[config.mk]
export PLATFORM = sky130hd
export DESIGN_NAME = reg_file_dump_reader
export DESIGN_NICKNAME = d
export VERILOG_FILES = /design/src/rtl/reg_file_dump_reader.sv
export SDC_FILE = /design/constraint.sdc
export NUM_CORES = 1
export LEC_CHECK = 0
export ABC_AREA = 1
export CAP_MARGIN = 20
export CORE_MARGIN = 3
export CORE_UTILIZATION = 35
export CTS_CLUSTER_SIZE = 8
export DETAILED_ROUTE_END_ITERATION = 16
export DONT_BUFFER_PORTS = 1
export PLACE_DENSITY = 0.58
export SLEW_MARGIN = 10
export SYNTH_ARGS = -nofsm -noshare
export SYNTH_HDL_FRONTEND = slang
export SYNTH_SLANG_ARGS = --single-unit
[constraint.sdc]
create_clock -name clk -period 2.42 [get_ports clk]
set_input_delay 0.121 -clock clk [delete_from_list [all_inputs] [get_ports clk]]
set_output_delay 0.121 -clock clk [all_outputs]
set_load 0.01 [all_outputs]
[src/rtl/reg_file_dump_reader.sv]
// reg_file_dump_reader
//   Debug read-side engine for the register file. A start pulse makes it walk
//   a spare combinational read port over every entry and stream each word out
//   on a valid/ready interface, one beat per register (at most one beat every
//   two cycles). A synchronous abort drops the dump at any point.
//
//   Optional build macro: REG_DUMP_CHECKSUM_EN
//     defined   -> a running XOR of all accepted words is sent as one extra
//                  beat (index DEPTH, out_last=1) after the register beats.
//     undefined -> DEPTH beats, out_last on index DEPTH-1.
//
// Ports
//   clk        clock, rising edge
//   rst        asynchronous, active-low reset
//   start      1-cycle dump request, ignored while busy
//   abort      abandon a dump in progress (no done pulse)
//   rd_addr    register-file read address (idx, 0 while idle)
//   rd_data    register-file read data, combinational from rd_addr
//   out_valid  beat available
//   out_ready  sink accepts beat
//   out_data   register word (or checksum)
//   out_index  register index of the beat
//   out_last   final beat of the dump
//   busy       engine not idle
//   done       1-cycle pulse after the final handshake
module reg_file_dump_reader #(
    parameter  int DATA_WIDTH = 32,
    parameter  int DEPTH      = 32,
    localparam int ADDR_W     = $clog2(DEPTH)
) (
    input  logic                  clk,
    input  logic                  rst,
    input  logic                  start,
    input  logic                  abort,
    output logic [ADDR_W-1:0]     rd_addr,
    input  logic [DATA_WIDTH-1:0] rd_data,
    output logic                  out_valid,
    input  logic                  out_ready,
    output logic [DATA_WIDTH-1:0] out_data,
    output logic [ADDR_W:0]       out_index,
    output logic                  out_last,
    output logic                  busy,
    output logic                  done
);

`ifdef REG_DUMP_CHECKSUM_EN
    typedef enum logic [2:0] {S_IDLE, S_READ, S_SEND, S_CSUM, S_DONE} state_t;
    localparam logic [ADDR_W:0] IDX_CSUM = (ADDR_W+1)'(DEPTH);
`else
    typedef enum logic [2:0] {S_IDLE, S_READ, S_SEND, S_DONE} state_t;
`endif

    localparam logic [ADDR_W-1:0] IDX_LAST = ADDR_W'(DEPTH - 1);

    state_t                  state;
    state_t                  state_nxt;
    logic [ADDR_W-1:0]       idx;
    logic [ADDR_W-1:0]       idx_nxt;
    logic                    idx_last;
    logic                    hs;
    logic                    vld_p0;
    logic [DATA_WIDTH-1:0]   data_p0;
    logic [ADDR_W:0]         index_p0;
    logic                    last_p0;
`ifdef REG_DUMP_CHECKSUM_EN
    logic [DATA_WIDTH-1:0]   csum;
`endif

    assign idx_last = (idx == IDX_LAST);
`ifdef REG_DUMP_CHECKSUM_EN
    assign vld_p0   = (state == S_SEND) || (state == S_CSUM);
`else
    assign vld_p0   = (state == S_SEND);
`endif
    assign hs       = vld_p0 & out_ready;

    assign rd_addr   = idx;
    assign out_valid = vld_p0;
    assign out_data  = data_p0;
    assign out_index = index_p0;
    assign out_last  = last_p0;
    assign busy      = (state != S_IDLE);
    assign done      = (state == S_DONE);

    always_ff @(posedge clk or negedge rst) begin
        if (!rst) begin
            state <= S_IDLE;
            idx   <= '0;
        end else begin
            state <= state_nxt;
            idx   <= idx_nxt;
        end
    end

    always_comb begin
        state_nxt = state;
        idx_nxt   = idx;
        case (state)
            S_IDLE: if (start) state_nxt = S_READ;
            S_READ: state_nxt = S_SEND;
            S_SEND: begin
                if (hs) begin
                    if (idx_last) begin
`ifdef REG_DUMP_CHECKSUM_EN
                        state_nxt = S_CSUM;
`else
                        state_nxt = S_DONE;
`endif
                    end else begin
                        idx_nxt   = idx + ADDR_W'(1);
                        state_nxt = S_READ;
                    end
                end
            end
`ifdef REG_DUMP_CHECKSUM_EN
            S_CSUM: if (hs) state_nxt = S_DONE;
`endif
            S_DONE: state_nxt = S_IDLE;
            default: state_nxt = S_IDLE;
        endcase
        // abort wins over everything, including start in IDLE and a same-cycle handshake
        if (abort) state_nxt = S_IDLE;
        // idx only ever returns to 0 through IDLE, so rd_addr never leaves 0..DEPTH-1
        if (state_nxt == S_IDLE) idx_nxt = '0;
    end

    // stage p0: word sampled from the read port at the READ edge, held through SEND
    always_ff @(posedge clk or negedge rst) begin
        if (!rst) begin
            data_p0  <= '0;
            index_p0 <= '0;
            last_p0  <= 1'b0;
        end else if (!abort) begin
            if (state == S_READ) begin
                data_p0  <= rd_data;
                index_p0 <= {1'b0, idx};
`ifdef REG_DUMP_CHECKSUM_EN
                last_p0  <= 1'b0;
`else
                last_p0  <= idx_last;
`endif
            end
`ifdef REG_DUMP_CHECKSUM_EN
            // last register beat accepted: fold it in directly so the
            // checksum beat is ready the very next cycle
            else if (state == S_SEND && hs && idx_last) begin
                data_p0  <= csum ^ data_p0;
                index_p0 <= IDX_CSUM;
                last_p0  <= 1'b1;
            end
`endif
        end
    end

`ifdef REG_DUMP_CHECKSUM_EN
    always_ff @(posedge clk or negedge rst) begin
        if (!rst) begin
            csum <= '0;
        end else if (abort || (state == S_IDLE && start)) begin
            csum <= '0;
        end else if (state == S_SEND && hs) begin
            csum <= csum ^ data_p0;
        end
    end
`endif

endmodule

# Word-level counts from Yosys, hierarchy flattened
# Cells that the tools add are included.
[word_totals] register_bits=46 latch_bits=0 mem_bits_rw=0 romBits=0 input_bits=37 out_inout_bits=47 elab_cells=29 memories=0
[classes] add_sub_neg=1 mul=0 div_mod_pow=0 order_cmp=0 n_eq_ne=5 shift=0 mux=9 n_bitwise=2 reduce_logical=7
[op_table] cell="2-to-1 mux 5 bit" n=4
[op_table] cell="2-to-1 mux 3 bit" n=3
[op_table] cell="case mux 3 bit (3 select lines)" n=1
[op_table] cell="== test 3 x 2 -> 1 bit (second input constant)" n=2
[op_table] cell="logical NOT 3 bit" n=2
[op_table] cell="adder 5 x 1 -> 5 bit (second input constant)" n=1
[op_table] cell="== test 5 bit (second input constant)" n=1
[op_table] cell="nonzero test 2 bit" n=2
[op_table] cell="== test 3 x 1 -> 1 bit (second input constant)" n=1
[op_table] cell="AND reduction 3 bit" n=1
[op_table] cell="nonzero test 3 bit" n=1
[op_table] cell="2-to-1 mux 2 bit" n=1
[op_table] cell="inequality test 2 x 1 -> 1 bit (second input constant)" n=1
[op_table] cell="AND reduction 2 bit" n=1
[op_table] cell="AND 1 bit" n=1
[op_table] cell="inverter 1 bit" n=1

# Longest topological paths before layout
[depth] ltp_word=8 ltp_mapped=9 ltp_nobuf=9

# Worst setup path after synthesis
# Ideal clock, no wire load.
[synth_path] path_kind="flip-flop to flip-flop" startpoint="register idx[0], in the netlist rd_addr[0]" endpoint="register idx[3], in the netlist rd_addr[3]" setup_time_ns=0.131 arrival_time_ns=1.566 required_ns=2.289 slack_ns=0.723 stages_incl_launch_ff=9 path_buffers=0 period_less_slack_ns=1.697 path_cell_list="dfrtp_1 -> ha_1 -> inv_1 -> nor3_1 -> ha_1 -> o21ai_0 -> nand2_1 -> o21bai_1 -> nor2_1"
[synth_via] elab_chain_len=8 elab_cells_between_ends=15 cone_classes="add/sub (1); eq/ne (2); mux (8); reduce/logical (4)"
[synth_lines] item="start, declared" line_no="57" rtl="logic [ADDR_W-1:0] idx;"
[synth_lines] item="start signal, assigned" line_no="91" rtl="idx <= idx_nxt;"
[synth_lines] item="== test 5 bit (*)" line_no="69" rtl="assign idx_last = (idx == IDX_LAST);"
[synth_lines] item="via idx_last" line_no="59" rtl="logic idx_last;"
[synth_lines] item="2-to-1 mux 2 bit" line_no="103" rtl="if (idx_last) begin"
[synth_lines] item="2-to-1 mux 3 bit" line_no="102" rtl="if (hs) begin"
[synth_lines] item="case mux 3 bit (3 select lines)" line_no="98" rtl="case (state)"
[synth_lines] item="2-to-1 mux 3 bit" line_no="122" rtl="if (abort) state_nxt = S_IDLE;"
[synth_lines] item="logical NOT 3 bit" line_no="124" rtl="if (state_nxt == S_IDLE) idx_nxt = '0;"
[synth_lines] item="inequality test 2 x 1 -> 1 bit (no line) or nonzero test 2 bit (tied branches)"
[synth_lines] item="AND reduction 3 bit (no line)"
# Mark *: on every way through the listed nets, which the timed path passes. The rest lies on a longest branch. The select of a mux whose other input is x is not followed.
# A chain may end at the register's enable or synchronous reset.

# Final worst setup path
# Ends and elaborated chain as after synthesis.

==> run_results.csv <==
group,metric,value,unit
timing,rsz0062_at_grt,"no",
synth,syn_inst,215,
grt,track_usage,0.1343,
clocking,cts_resized,0,
layout,mostFrequentLayoutCell,"nand2_1",
floorplanning,rows,26,
synth,synth_seq_cells,46,
layout,synthToLayoutAreaGrowth,27.60,%
synth,ys_types,22,
worst_setup_path,worst_setup_path_end_kind,"flop",
layout,diodes,0,
clocking,cts_root_buf,"clkbuf_8",
timing,skew,0.007348,ns
synth,ys_seq_area_frac,0.5838,
clocking,cts_sinks,46,
grt,overflow,0,
clocking,cts_buffer_depth,2,
layout,multiInputGateArea,578.1,um^2
worst_setup_path,required,2.59,ns
timing,hold_viol,0,
synth,post-synth-top-area-cell,"dfrtp_1",
grt,grt_max_degree,48,
timing,fin_tns_setup,0,ns
floorplanning,die_area,0.006571,mm^2
timing,final-setup-viol-count,0,
route,wirelength,4309,um
worst_setup_path,cp-start-kind,"flop",
route,ant_nets,0,
power,power.leakage,0.001272,uW
layout,drive_above_1_share,0.08765,
route,first_pass_iters,4,
synth,synth_area_per_cell,9.172,um^2
route,viasPerCell,4.495,
run_status,outcome,"complete, no violations",
run,drv_cap,0,
floorplanning,start_util,0.3742,
timing,fin_crit_sh,0.7907,
timing,setup_slack,0.5066,ns
layout,mostFrequentLayoutCells,"nand2_1, dfrtp_1, inv_1",
placement,place_ws,0.4849,ns
clocking,cts_setup_buffers,0,
timing,max_freq,522.6,MHz
power,p_per_area,803.3,mW/mm^2
synth,syn-cell-area,0.001972,mm^2
clocking,clk_latency,0.29,ns
placement,portBuffers,0,
timing,period_needed,1.913,ns
synth,yosysWarningCount,0,
grt,grt_pass1_vias,1394,
grt,antenna_found_initial,0,
floorplanning,coreArea,0.005270,mm^2
placement,hpwl,2767,um
layout,fill_cells,509,
clocking,ctsHtreeMaxLevel,2,
floorplanning,chipWidth,81.06,um
clocking,numCtsBuffers,5,
layout,seqCellArea,0.001151,mm^2
synth,synth.area.top_cells,"dfrtp_1, nand2_1, inv_1",
clocking,cts_tree,"built",
power,fin_total_pwr,2021,uW
floorplanning,io_pins,84,
grt,grt_pass1_wl,6803,um
route,drc_errors,0,
power,peakVddDrop,0.3471,mV
timing,hold_ws,0.1122,ns
worst_setup_path,crit_type,"reg2reg",
clocking,clkTransAtPathRegs,0.09,ns
worst_setup_path,crit_arrival,2.08,ns
route,first_iter_violations,53,
route,dr_total_vias,1443,
layout,final_core_util,0.4774,
synth,synth_top_area_frac,0.5838,
layout,fin_nets,289,
worst_setup_path,cp_max_fo,6,
worst_hold_path,hold_class,"in2reg",
placement,gp_congestion,0.7068,
route,wl_per_cell,13.42,um
timing,drv_slew,0,
floorplanning,die_h,81.06,um
worst_setup_path,r2r_slack,0.51,ns
-- critical path: stages (launching register included) --
cell and delay (ns):
dfrtp_1 0.48, ha_1 0.25, inv_1 0.06, nor3_1 0.04
ha_1 0.21, o21ai_0 0.22, nand2_1 0.07, o21bai_1 0.35
nor2_1 0.09
-- synthesized netlist by cell type, drive strengths merged --
| library cell | count |
|---|---|
| clkbuf | 1 |
| nor3 | 2 |
| o21ai | 41 |
| o21a | 2 |
| nand4 | 2 |
| conb | 1 |
| or2 | 1 |
| o21bai | 1 |
| nand3 | 3 |
| ha | 2 |
| nand2 | 48 |
| a21oi | 1 |
| nor2 | 10 |
| xor2 | 1 |
| dfrtp | 46 |
| inv | 45 |
| buf | 8 |
-- power by group --
part	internal (uW)	switching (uW)	leakage [uW]
clock	440	258	0.0000714
sequential	912	174	0.000588
combinational	121	116	0.000613
total	1470	548	0.00127
-- layout make-up --
cell class | count | area share
clock inverters | 2 | 0.02387
repair buffers | 36 | 0.1542
multi-input cells | 116 | 0.2297
clock buffers | 6 | 0.03282
inverters | 45 | 0.06713
flip-flops and latches | 46 | 0.4575
well taps | 70 | 0.03481
-- repair_timing --
| action | 4_1_cts | 5_1_grt |
|---|---|---|
| endpoints found under the hold margin | 80 | 0 |
| endpoints found under the setup margin | 0 | 0 |
| hold buffers | 35 | 0 |
-- flip-flops by register name, indices dropped and copies added, names as in the netlist --
name,cells
out_data,32
out_last,1
state,3
out_index,5
rd_addr,5
-- routing by layer --
layer  vias to the layer above  global-route usage  share of wire
met1                       655              0.1611           0.44
met5                         -                   0              0
met3                         5             0.05322           0.10
met4                         0             0.03547         0.0097
met2                        55              0.2241           0.45
li1                        728                   -              -
-- cells by family (layout without fill, tap and decap cells) --
group / Yosys count / after routing / share of synthesized area
other cells: 1 / 2 / 0.001902
xor+xnor: 1 / 1 / 0.004442
fa+ha+maj: 2 / 2 / 0.01269
buf+inv: 54 / 89 / 0.1250
flops: 46 / 46 / 0.5838
compound gates: 45 / 45 / 0.1371
simple gates: 66 / 66 / 0.1351
-- stage by stage --
step / std cells / instance area (um^2)
after detailed placement: 278 / 2006
final: 321 / 2516
after global routing: 321 / 2516
after floorplan: 216 / 1976
after global placement: 278 / 2006
after CTS: 321 / 2516
-- path summary, 6_finish.rpt --
path / from / endpoint / cells past startpoint
max: rd_addr[0] / rd_addr[3] / 8
min: abort / rd_addr[4] / 2
max reg2reg: rd_addr[0] / rd_addr[3] / 8
min reg2reg: out_data[6] / out_data[6] / 2
max in group asynchronous: rst / rd_addr[1] / 2
min in group asynchronous: rst / out_index[2] / 2
(Power assumes the default switching activity.)
